<file path="src/rtl/systolic_job_if.sv">
// ---------------------------------------------------------------------------
// systolic_job_if
// Bundles the command handshake, the two operand-buffer read ports and the
// array-edge outputs of the systolic job controller.
//   start, k_len          : job request and inner dimension (host -> ctrl)
//   busy, done, arr_clear : job status and PE accumulator clear (ctrl -> host/array)
//   d_rd_*, w_rd_*        : read strobe/address out, row/column data back in
//   data_arr, wt_arr      : skewed top-edge / left-edge operands (ctrl -> array)
// Modports: master = host/buffer/array side, slave = the controller.
// ---------------------------------------------------------------------------
interface systolic_job_if #(
  parameter int N  = 9,
  parameter int KW = 8
);
  logic            start;
  logic [KW-1:0]   k_len;
  logic            busy;
  logic            done;
  logic            arr_clear;
  logic            d_rd_en;
  logic [KW-1:0]   d_rd_addr;
  logic [N*32-1:0] d_rd_data;
  logic            w_rd_en;
  logic [KW-1:0]   w_rd_addr;
  logic [N*32-1:0] w_rd_data;
  logic [N*32-1:0] data_arr;
  logic [N*32-1:0] wt_arr;

  modport master (
    output start, k_len, d_rd_data, w_rd_data,
    input  busy, done, arr_clear, d_rd_en, d_rd_addr, w_rd_en, w_rd_addr,
           data_arr, wt_arr
  );

  modport slave (
    input  start, k_len, d_rd_data, w_rd_data,
    output busy, done, arr_clear, d_rd_en, d_rd_addr, w_rd_en, w_rd_addr,
           data_arr, wt_arr
  );
endinterface

</file>
<file path="src/rtl/systolic_job_ctrl.sv">
// ---------------------------------------------------------------------------
// systolic_job_ctrl
// Sequences one C = W x D job on an N x N systolic array: clears the PE
// accumulators, streams k_len rows of D and columns of W out of two buffers,
// skews lane i by i cycles so that operand slot k meets at every PE, waits for
// the array to drain and pulses done.
// Ports:
//   clk    : system clock, rising edge
//   reset  : asynchronous, active-low reset
//   bus    : systolic_job_if slave modport (command, buffer reads, array edges)
// All outputs are registered.
// ---------------------------------------------------------------------------
module systolic_job_ctrl #(
  parameter int N      = 9,
  parameter int KW     = 8,
  parameter int PE_LAT = 1
) (
  input  logic           clk,
  input  logic           reset,
  systolic_job_if.slave  bus
);
  localparam int DRAIN_CYC = 2*(N-1) + PE_LAT + 1;
  localparam int CW        = KW + 1;
  localparam int DW        = N*32;

  typedef enum logic [2:0] {
    S_IDLE  = 3'd0,
    S_CLEAR = 3'd1,
    S_FEED  = 3'd2,
    S_DRAIN = 3'd3,
    S_DONE  = 3'd4
  } state_e;

  state_e          state_q, state_d;
  logic [CW-1:0]   cnt_q, cnt_d;
  logic [KW-1:0]   k_len_q, k_len_d;
  logic            busy_q, busy_d;
  logic            done_q, done_d;
  logic            clr_q, clr_d;
  logic            rd_en_q, rd_en_d;
  logic            vld_q, vld_d;
  logic [KW-1:0]   rd_addr_q, rd_addr_d;
  logic [DW-1:0]   data_arr_q, data_arr_d;
  logic [DW-1:0]   wt_arr_q, wt_arr_d;
  logic [DW-1:0]   d_tap, w_tap;
  logic [CW-1:0]   k_ext, feed_last, drain_last;

  // Terminal counts for FEED and DRAIN.
  always_comb begin
    k_ext     = {1'b0, k_len_q};
    feed_last = k_ext + CW'(N-1);
    // A zero-length job skips FEED; DRAIN absorbs those N cycles so that the
    // start-to-done latency is the same formula for every k_len.
    if (k_len_q == {KW{1'b0}}) begin
      drain_last = CW'(N + DRAIN_CYC - 1);
    end else begin
      drain_last = CW'(DRAIN_CYC - 1);
    end
  end

  // Next-state, counter and registered-output decode.
  always_comb begin
    state_d   = state_q;
    cnt_d     = cnt_q;
    k_len_d   = k_len_q;
    busy_d    = 1'b0;
    done_d    = 1'b0;
    clr_d     = 1'b0;
    rd_en_d   = 1'b0;
    rd_addr_d = rd_addr_q;
    vld_d     = rd_en_q;

    case (state_q)
      S_IDLE: begin
        if (bus.start) begin
          state_d = S_CLEAR;
          k_len_d = bus.k_len;
          cnt_d   = {CW{1'b0}};
        end else begin
          state_d = S_IDLE;
        end
      end
      S_CLEAR: begin
        cnt_d = {CW{1'b0}};
        if (k_len_q == {KW{1'b0}}) begin
          state_d = S_DRAIN;
        end else begin
          state_d = S_FEED;
        end
      end
      S_FEED: begin
        if (cnt_q == feed_last) begin
          state_d = S_DRAIN;
          cnt_d   = {CW{1'b0}};
        end else begin
          cnt_d   = cnt_q + CW'(1);
        end
      end
      S_DRAIN: begin
        if (cnt_q == drain_last) begin
          state_d = S_DONE;
          cnt_d   = {CW{1'b0}};
        end else begin
          cnt_d   = cnt_q + CW'(1);
        end
      end
      S_DONE: begin
        state_d = S_IDLE;
      end
      default: begin
        state_d = S_IDLE;
        cnt_d   = {CW{1'b0}};
      end
    endcase

    // Outputs are decoded from the next state so they line up with the state.
    if ((state_d == S_CLEAR) || (state_d == S_FEED) || (state_d == S_DRAIN)) begin
      busy_d = 1'b1;
    end else begin
      busy_d = 1'b0;
    end
    done_d = (state_d == S_DONE);
    clr_d  = (state_d == S_CLEAR);

    // FEED cycle f reads index f for f < k_len; afterwards the address holds.
    if ((state_d == S_FEED) && (cnt_d < k_ext)) begin
      rd_en_d   = 1'b1;
      rd_addr_d = cnt_d[KW-1:0];
    end else begin
      rd_en_d   = 1'b0;
      rd_addr_d = rd_addr_q;
    end

    data_arr_d = d_tap;
    wt_arr_d   = w_tap;
  end

  // Control state and registered outputs.
  always_ff @(posedge clk or negedge reset) begin
    if (!reset) begin
      state_q    <= S_IDLE;
      cnt_q      <= {CW{1'b0}};
      k_len_q    <= {KW{1'b0}};
      busy_q     <= 1'b0;
      done_q     <= 1'b0;
      clr_q      <= 1'b0;
      rd_en_q    <= 1'b0;
      vld_q      <= 1'b0;
      rd_addr_q  <= {KW{1'b0}};
      data_arr_q <= {DW{1'b0}};
      wt_arr_q   <= {DW{1'b0}};
    end else begin
      state_q    <= state_d;
      cnt_q      <= cnt_d;
      k_len_q    <= k_len_d;
      busy_q     <= busy_d;
      done_q     <= done_d;
      clr_q      <= clr_d;
      rd_en_q    <= rd_en_d;
      vld_q      <= vld_d;
      rd_addr_q  <= rd_addr_d;
      data_arr_q <= data_arr_d;
      wt_arr_q   <= wt_arr_d;
    end
  end

  // Per-lane skew: lane i is delayed by i registers; zeros enter whenever the
  // buffer data is not the response to a read strobe.
  for (genvar i = 0; i < N; i++) begin : g_lane
    logic [31:0] d_in, w_in;
    assign d_in = vld_q ? bus.d_rd_data[(N-i)*32-1 -: 32] : 32'h0;
    assign w_in = vld_q ? bus.w_rd_data[(N-i)*32-1 -: 32] : 32'h0;

    if (i == 0) begin : g_direct
      assign d_tap[(N-i)*32-1 -: 32] = d_in;
      assign w_tap[(N-i)*32-1 -: 32] = w_in;
    end else begin : g_chain
      logic [31:0] d_sh_q [0:i-1];
      logic [31:0] d_sh_d [0:i-1];
      logic [31:0] w_sh_q [0:i-1];
      logic [31:0] w_sh_d [0:i-1];

      // Shift one stage per cycle.
      always_comb begin
        d_sh_d[0] = d_in;
        w_sh_d[0] = w_in;
        for (int s = 1; s < i; s++) begin
          d_sh_d[s] = d_sh_q[s-1];
          w_sh_d[s] = w_sh_q[s-1];
        end
      end

      // Skew stage registers, flushed by reset.
      always_ff @(posedge clk or negedge reset) begin
        if (!reset) begin
          d_sh_q <= '{default: 32'h0};
          w_sh_q <= '{default: 32'h0};
        end else begin
          d_sh_q <= d_sh_d;
          w_sh_q <= w_sh_d;
        end
      end

      assign d_tap[(N-i)*32-1 -: 32] = d_sh_q[i-1];
      assign w_tap[(N-i)*32-1 -: 32] = w_sh_q[i-1];
    end
  end

  assign bus.busy      = busy_q;
  assign bus.done      = done_q;
  assign bus.arr_clear = clr_q;
  assign bus.d_rd_en   = rd_en_q;
  assign bus.w_rd_en   = rd_en_q;
  assign bus.d_rd_addr = rd_addr_q;
  assign bus.w_rd_addr = rd_addr_q;
  assign bus.data_arr  = data_arr_q;
  assign bus.wt_arr    = wt_arr_q;

endmodule

</file>
<file path="src/flat_wrapper.sv">
// flat-port wrapper written by rule: the top's interface ports become plain ports
module systolic_job_ctrl_flat 
#(
  parameter int N      = 9,
  parameter int KW     = 8,
  parameter int PE_LAT = 1
)
  (clk, reset, bus_start, bus_k_len, bus_d_rd_data, bus_w_rd_data, bus_busy, bus_done, bus_arr_clear, bus_d_rd_en, bus_d_rd_addr, bus_w_rd_en, bus_w_rd_addr, bus_data_arr, bus_wt_arr);
  systolic_job_if #(.N(N), .KW(KW)) bus_i ();
  input  logic clk;
  input  logic reset;
  input wire logic [$bits(bus_i.start)-1:0] bus_start;
  input wire logic [$bits(bus_i.k_len)-1:0] bus_k_len;
  input wire logic [$bits(bus_i.d_rd_data)-1:0] bus_d_rd_data;
  input wire logic [$bits(bus_i.w_rd_data)-1:0] bus_w_rd_data;
  output wire logic [$bits(bus_i.busy)-1:0] bus_busy;
  output wire logic [$bits(bus_i.done)-1:0] bus_done;
  output wire logic [$bits(bus_i.arr_clear)-1:0] bus_arr_clear;
  output wire logic [$bits(bus_i.d_rd_en)-1:0] bus_d_rd_en;
  output wire logic [$bits(bus_i.d_rd_addr)-1:0] bus_d_rd_addr;
  output wire logic [$bits(bus_i.w_rd_en)-1:0] bus_w_rd_en;
  output wire logic [$bits(bus_i.w_rd_addr)-1:0] bus_w_rd_addr;
  output wire logic [$bits(bus_i.data_arr)-1:0] bus_data_arr;
  output wire logic [$bits(bus_i.wt_arr)-1:0] bus_wt_arr;
  assign bus_i.start = bus_start;
  assign bus_i.k_len = bus_k_len;
  assign bus_i.d_rd_data = bus_d_rd_data;
  assign bus_i.w_rd_data = bus_w_rd_data;
  assign bus_busy = bus_i.busy;
  assign bus_done = bus_i.done;
  assign bus_arr_clear = bus_i.arr_clear;
  assign bus_d_rd_en = bus_i.d_rd_en;
  assign bus_d_rd_addr = bus_i.d_rd_addr;
  assign bus_w_rd_en = bus_i.w_rd_en;
  assign bus_w_rd_addr = bus_i.w_rd_addr;
  assign bus_data_arr = bus_i.data_arr;
  assign bus_wt_arr = bus_i.wt_arr;
  systolic_job_ctrl #(.N(N), .KW(KW), .PE_LAT(PE_LAT)) u_core (.clk(clk), .reset(reset), .bus(bus_i));
endmodule
</file>
<file path="config.mk">
export PLATFORM = sky130hd
export DESIGN_NAME = systolic_job_ctrl_flat
export DESIGN_NICKNAME = d
export VERILOG_FILES = /design/src/rtl/systolic_job_if.sv /design/src/rtl/systolic_job_ctrl.sv /design/src/flat_wrapper.sv
export SDC_FILE = /design/constraint.sdc
export NUM_CORES = 2
export LEC_CHECK = 0
export BUFFER_PORTS_ARGS = -buffer_cell sky130_fd_sc_hd__clkbuf_2
export CORE_MARGIN = 8
export CORE_UTILIZATION = 30
export DETAILED_ROUTE_END_ITERATION = 7
export SETUP_SLACK_MARGIN = 0.05
export SLEW_MARGIN = 20
export SYNTH_ARGS = -nofsm -noshare
export SYNTH_HDL_FRONTEND = slang
export SYNTH_SLANG_ARGS = --single-unit
</file>
<file path="constraint.sdc">
create_clock -name clk -period 4.2 [get_ports clk]
set_input_delay 0.42 -clock clk [delete_from_list [all_inputs] [get_ports clk]]
set_output_delay 0.42 -clock clk [all_outputs]
set_load 0.1 [all_outputs]
</file>
Word-level counts from Yosys, hierarchy flattened
Cells that the tools add are included.
{"block": "classes", "add_sub_neg": 2, "order_cmp": 1, "n_eq_ne": 10, "muxes": 30, "n_reduce_logical": 6}
{"operator": "2-to-1 mux 32 bit", "n": 18}
{"operator": "case mux 9 bit (4 select lines)", "n": 1}
{"operator": "2-to-1 mux 9 bit", "n": 3}
{"operator": "equality test 3 x 2 -> 1 bit, second input constant", "n": 4}
{"operator": "case mux 3 bit (4 select lines)", "n": 1}
{"operator": "adder 8 x 4 -> 9 bit, second input constant", "n": 1}
{"operator": "adder 9 x 1 -> 9 bit, second input constant", "n": 1}
{"operator": "equality test 9 x 5 -> 1 bit", "n": 1}
{"operator": "equality test 9 bit", "n": 1}
{"operator": "less-than comparator 9 x 8 -> 1 bit", "n": 1}
{"operator": "zero test 8 bit", "n": 1}
{"operator": "equality test 3 x 1 -> 1 bit, second input constant", "n": 2}
{"operator": "equality test 3 bit, second input constant", "n": 2}
{"operator": "2-to-1 mux 3 bit", "n": 2}
{"operator": "2-to-1 mux 1 bit", "n": 4}
{"operator": "2-to-1 mux 4 bit", "n": 1}
{"operator": "zero test 3 bit", "n": 1}
{"operator": "logical OR 1 bit", "n": 2}
{"operator": "AND reduction 2 bit", "n": 1}
{"operator": "logical AND 1 bit", "n": 1}
{"block": "totals", "ff_bits": 2913, "inputBits": 587, "output_inout_bits": 597, "word_cells": 132}

Logic depth before layout (Yosys ltp)
{"block": "depth", "word_depth": 9, "ltp_mapped": 18, "depth_no_buf": 17}

Worst setup path after synthesis
No wires, ideal clock.
{"block": "synth_timing", "path_type": "reg-to-reg", "from": "reg u_core.k_len_q[3]", "to": "reg u_core.rd_addr_q[0] (netlist: u_core.bus.d_rd_addr[0])", "setup_time_ns": 0.126, "t_arrival_ns": 4.174, "required_ns": 4.074, "path_slack_ns": -0.100, "path_stages_with_launch": 19, "n_path_buf": 1, "synth_period_minus_slack_ns": 4.300, "path_cell_list": "dfrtp_1 -> ha_1 -> xnor2_1 -> nand4_1 -> or4_1 -> nor3_1 -> or3_4 -> clkbuf_1 -> o21ai_0 -> a21o_1 -> ha_1 -> a21o_1 -> a21o_1 -> a21oi_1 -> nand4_1 -> nand2_1 -> a41oi_2 -> nor4_4 -> mux2_2"}
{"block": "synth_via", "elab_chain_cells": 7, "elab_cells_between_ends": 15, "cone_classes": "1 x add/sub; 1 x order compare; 3 x eq/ne; 8 x mux; 2 x reduce/logical"}
{"element": "start: declaration", "line_no": "systolic_job_ctrl.sv:36", "source": "logic [KW-1:0] k_len_q, k_len_d;"}
{"element": "start signal: assignment", "line_no": "systolic_job_ctrl.sv:143", "source": "k_len_q <= {KW{1'b0}};"}
{"element": "start signal: assignment", "line_no": "systolic_job_ctrl.sv:155", "source": "k_len_q <= k_len_d;"}
{"element": "branches (longest 4 deep; another with adder 8 x 4 -> 9 bit)"}
{"element": "case mux 9 bit (4 select lines) *", "line_no": "systolic_job_ctrl.sv:73", "source": "case (state_q)"}
{"element": "via u_core.cnt_d[2]", "line_no": "systolic_job_ctrl.sv:35", "source": "logic [CW-1:0] cnt_q, cnt_d;"}
{"element": "less-than comparator 9 x 8 -> 1 bit *", "line_no": "systolic_job_ctrl.sv:126", "source": "if ((state_d == S_FEED) && (cnt_d < k_ext)) begin"}
{"element": "logical AND 1 bit *", "line_no": "systolic_job_ctrl.sv:126"}
{"element": "end signal: assignment", "line_no": "systolic_job_ctrl.sv:149", "source": "rd_addr_q <= {KW{1'b0}};"}
{"element": "end signal: assignment", "line_no": "systolic_job_ctrl.sv:161", "source": "rd_addr_q <= rd_addr_d;"}
{"element": "end: declaration", "line_no": "systolic_job_ctrl.sv:42", "source": "logic [KW-1:0] rd_addr_q, rd_addr_d;"}
Mark *: on every way through the listed nets, which the timed path passes.
A chain may end at the register's enable or synchronous reset.

Worst setup path in the final report
{"block": "layout_timing", "from": "reg u_core.k_len_q[3]", "to": "reg u_core.rd_addr_q[3] (netlist: u_core.bus.d_rd_addr[3])"}
{"block": "layout_via", "elab_chain_cells": 7, "elab_cells_between_ends": 15, "cone_classes": "1 x add/sub; 1 x order compare; 3 x eq/ne; 8 x mux; 2 x reduce/logical"}
{"element": "branches (longest 4 deep; another with adder 8 x 4 -> 9 bit)"}
{"element": "case mux 9 bit (4 select lines) *", "line_no": "systolic_job_ctrl.sv:73"}
{"element": "via u_core.cnt_d[3]", "line_no": "systolic_job_ctrl.sv:35"}
{"element": "less-than comparator 9 x 8 -> 1 bit", "line_no": "systolic_job_ctrl.sv:126"}
{"element": "logical AND 1 bit", "line_no": "systolic_job_ctrl.sv:126"}
Marked as above.

==> flow_metrics.env <==
export IMPL_num_vias=36300
export IMPL_firstDrtPassIters=5
export IMPL_worst_setup_path_start_kind="register"
export IMPL_synth_cell_area_um2=77800
export IMPL_placeableCoreArea_um2=259000
export IMPL_ys_flop_type="sky130_fd_sc_hd__dfrtp_1"
export IMPL_endpoint_kind="register"
export IMPL_synth_top_cells_by_count="sky130_fd_sc_hd__dfrtp_1 (2913), sky130_fd_sc_hd__and2_1 (577), sky130_fd_sc_hd__clkbuf_1 (68)"
export IMPL_max_freq_ghz=0.234
export IMPL_cts_htree_levels=5
export IMPL_required_ns=4.91
export IMPL_synth_top_family_by_area="simple AND/OR/NAND/NOR gates"
export IMPL_count_of_endpoints_failing_hold_in_the_final_timing_report=0
export IMPL_totalNegativeSetupSlack_ns=-0.378
export IMPL_cp_arrival_ns=4.98
export IMPL_crit_path_cell_trace="or4_4, o211ai_4, o41ai_4, and4_4, or3_4, buf_8, o21ai_2, ha_1, a21o_1, a21oi_2, nand4_1, nand2_2, a41oi_4, nor4_4, buf_6, mux2_2"
export IMPL_synth_xor_area_share_pct=0.124
export IMPL_ys_top_cells_by_area="sky130_fd_sc_hd__dfrtp_1 (94%), sky130_fd_sc_hd__and2_1 (4.6%), sky130_fd_sc_hd__clkbuf_1 (0.33%), sky130_fd_sc_hd__ha_1 (0.14%), sky130_fd_sc_hd__mux2_2 (0.13%)"
export IMPL_failed_checks="setup timing"
export IMPL_post_dp_cell_area_um2=88700
export IMPL_synth_adder_area_share_pct=0.145
export IMPL_final_min_clock_period_ns=4.27
export IMPL_fin_nets=6387
export IMPL_die_width_um=525
export IMPL_synth_seq_cells=2913
export IMPL_hold_path_class="input port to register"
export IMPL_r2r_startpoint="u_core.k_len_q[3]"
export IMPL_final_setup_skew_ns=0.0387
export IMPL_synthSimpleGateAreaFrac_pct=5.08
export IMPL_synth_mux_area_share_pct=0.130
export IMPL_layout_cells_sized_above_1_pct=29.5
export IMPL_drt_first_iter_violations=1842
export IMPL_cts_clk_slew_worst_paths_ns=0.06
export IMPL_count_of_distinct_cell_types_in_the_synthesized_netlist=37
export IMPL_vdd_ir_drop_max_v=0.00105
export IMPL_detailedPlacementHpwl_um=122000
export IMPL_hp_start="bus_d_rd_data[203]"
export IMPL_finalMaxSlewViolations=0
export IMPL_std_cell_rows=187
export IMPL_max_cap_violations=0
export IMPL_worst_slack_ns=-0.0677
export IMPL_place_congestion=0.836
export IMPL_status="finished with violations"
export IMPL_final_core_utilization_pct=40.5
export IMPL_count_of_flip_flops_with_a_built_in_enable_after_synthesis=0
export IMPL_antenna_found_initial=50
export IMPL_number_of_synthesis_warnings=0
export IMPL_syn_num_nets=4302
export IMPL_routed_via_density=3.84
export IMPL_crit_type="register to register"
export IMPL_cts_root_buffer="sky130_fd_sc_hd__clkbuf_16"
export IMPL_rsz0062_at_grt="yes"
export IMPL_setup_worst_path_start="u_core.k_len_q[3]"
export IMPL_synth_most_common_cell="sky130_fd_sc_hd__dfrtp_1"
export IMPL_critPathSlowestCell="sky130_fd_sc_hd__or4_4"
export IMPL_grt_first_pass_wirelength_um=273000
export IMPL_period_share_pct=102
export IMPL_critPathMaxStageDelay_ns=0.58
export IMPL_synth_top_area_cell="sky130_fd_sc_hd__dfrtp_1"
export IMPL_power_per_cell_area_nw_per_um2=750
export IMPL_syn2layout_area_growth_pct=34.8
export IMPL_stdcell_area_um2=105000
export IMPL_cellLeakagePower_uw=0.0505
export IMPL_drt_wirelength_per_cell_um=19.2
export IMPL_grt_start_max_net_pins=142
export IMPL_ctsLongestPathBuffers=4
export IMPL_drtAntennaViolNets=0
export IMPL_place_ws_ns=-0.149
export IMPL_tightestPinTransition_ns=1.02
export IMPL_clock_sinks=2913
export IMPL_avgSynthCellArea_um2=21.0
export IMPL_first_global_vias=42600
export IMPL_async_reset_ff_share_pct=100
export IMPL_netlist_area_leader_share_pct=93.7
export IMPL_drt_total_wl_um=181000
export IMPL_numCtsBuffers=298
export IMPL_slew_limit_headroom_pct=31.9
export IMPL_initial_utilization_pct=30.1
export IMPL_die_area_um2=276000
export IMPL_drt_drc_violations_left=0
export IMPL_final_setup_violation_count=8
export IMPL_ios=1184
export IMPL_die_height_um=525
export IMPL_cts_tree="done"
export IMPL_synthesis_instances=3706
export IMPL_synth_compound_area_share_pct=0.325
export IMPL_synth_seq_area_share_pct=93.7
export IMPL_insertion_delay_ns=0.86
export IMPL_aggregate_global_routing_overflow=0
export IMPL_power_uw=78600
export IMPL_critical_path_peak_fanout=11
export IMPL_gr_usage_all_layers_pct=12.9
export IMPL_place_port_buffers=1183
==> state kept, by name (all words and copies together) (netlist names), 3 cells and up <==
signal                        flops
u_core.bus.d_rd_addr              8
u_core.bus.data_arr             288
u_core.bus.wt_arr               288
u_core.cnt_q                      9
u_core.d_tap                    224
u_core.g_lane.g_chain.d_sh_d    896
u_core.g_lane.g_chain.d_sh_q     32
u_core.g_lane.g_chain.w_sh_d    896
u_core.g_lane.g_chain.w_sh_q    256
u_core.k_len_q                    8
u_core.state_q                    3
==> critical path, delay by kind of cell, from the launching register on <==
kind,cells,cell delay (ns)
AOI/OAI and AO/OA,6,1.02
adders and majority gates,1,0.31
buffers and inverters,2,0.36
DFF,1,0.42
muxes,1,0.34
and+or+nand+nor,6,1.68
==> worst paths after layout <==
check | to | slack (ns) | cells past startpoint
max | u_core.bus.d_rd_addr[3] | -0.07 | 16
min | u_core.g_lane[2].g_chain.d_sh_d[11] | 0.31 | 3
max reg2reg | u_core.bus.d_rd_addr[3] | -0.07 | 16
min reg2reg | u_core.g_lane[4].g_chain.d_sh_d[43] | 0.31 | 0
max in group asynchronous | u_core.bus.data_arr[252] | 1.92 | 6
min in group asynchronous | u_core.g_lane[3].g_chain.d_sh_d[52] | 0.57 | 3
==> where the power goes <==
| part | switching, uW | leakage (uW) | internal (uW) |
|---|---|---|---|
| Combinational | 13100 | 0.00996 | 2640 |
| Sequential | 2320 | 0.0357 | 34300 |
| Clock | 10900 | 0.00487 | 15400 |
| Total | 26300 | 0.0505 | 52300 |
==> routing by layer <==
layer,part of all wire (%),GRT usage (%)
met2,48,21.0
met3,7.5,4.47
met1,40,15.8
met4,4.3,5.39
met5,0.0072,0
==> area by class of cell <==
class / count / area (um2)
multi-input cells: 704 / 4610
fillers: 22800 / 154000
clock buffers: 418 / 8500
diodes: 26 / 65.1
repair buffers: 1864 / 13000
clock inverters: 115 / 1530
flip-flops and latches: 2913 / 72900
inverters: 10 / 37.5
well taps: 3402 / 4260
==> layout by cell type (no fill, tap or decap), types with 3 or more instances in the layout <==
cell,synthesis,final
sky130_fd_sc_hd__a21o_1,7,7
sky130_fd_sc_hd__a31oi_1,3,3
sky130_fd_sc_hd__and2_1,577,577
sky130_fd_sc_hd__buf_12,0,35
sky130_fd_sc_hd__buf_4,9,57
sky130_fd_sc_hd__bufinv_16,0,16
sky130_fd_sc_hd__clkbuf_1,68,63
sky130_fd_sc_hd__clkbuf_16,0,300
sky130_fd_sc_hd__clkbuf_2,0,1182
sky130_fd_sc_hd__clkbuf_8,0,55
sky130_fd_sc_hd__clkinv_16,0,12
sky130_fd_sc_hd__clkinv_2,0,46
sky130_fd_sc_hd__clkinv_4,0,4
sky130_fd_sc_hd__clkinv_8,0,3
sky130_fd_sc_hd__clkinvlp_4,0,17
sky130_fd_sc_hd__dfrtp_1,2913,2911
sky130_fd_sc_hd__diode_2,0,26
sky130_fd_sc_hd__dlygate4sd3_1,0,587
sky130_fd_sc_hd__ha_1,9,8
sky130_fd_sc_hd__inv_1,10,10
sky130_fd_sc_hd__inv_16,0,8
sky130_fd_sc_hd__inv_6,0,7
sky130_fd_sc_hd__mux2_2,9,5
sky130_fd_sc_hd__mux2_4,0,4
sky130_fd_sc_hd__nand2_1,22,21
sky130_fd_sc_hd__nand2b_1,4,4
sky130_fd_sc_hd__nand3_1,7,7
sky130_fd_sc_hd__nand4_1,3,3
sky130_fd_sc_hd__nor2_1,8,8
sky130_fd_sc_hd__o21ai_0,17,12
sky130_fd_sc_hd__o21ai_1,0,4
sky130_fd_sc_hd__xnor2_1,6,6
sky130_fd_sc_hd__xor2_1,5,5
==> through the flow <==
step | instances | hold WS [ns]
after floorplan | 3706 | 0.124
after global placement | 8293 | 0.331
after detailed placement | 8293 | 0.335
after CTS | 9420 | 0.165
after global routing | 9448 | 0.230
final | 9452 | 0.307
==> what timing repair did <==
action                     4_1_cts  5_1_grt
resized for setup               20        5
hold endpoints to repair       685       20
setup buffers                    7        4
cloned                           1        0
pin swaps                       13        5
setup endpoints to repair        8        9
hold buffers                   586        1
==> cells by family after synthesis <==
kind of cell,count (synthesis)
buffers and inverters,89
AND/OR/NAND/NOR,639
AO/OA/AOI/OAI,36
flip-flops,2913
adder cells (fa/ha/maj),9
multiplexers,9
XOR/XNOR,11
Note: power is estimated with default switching activity, not from simulation.
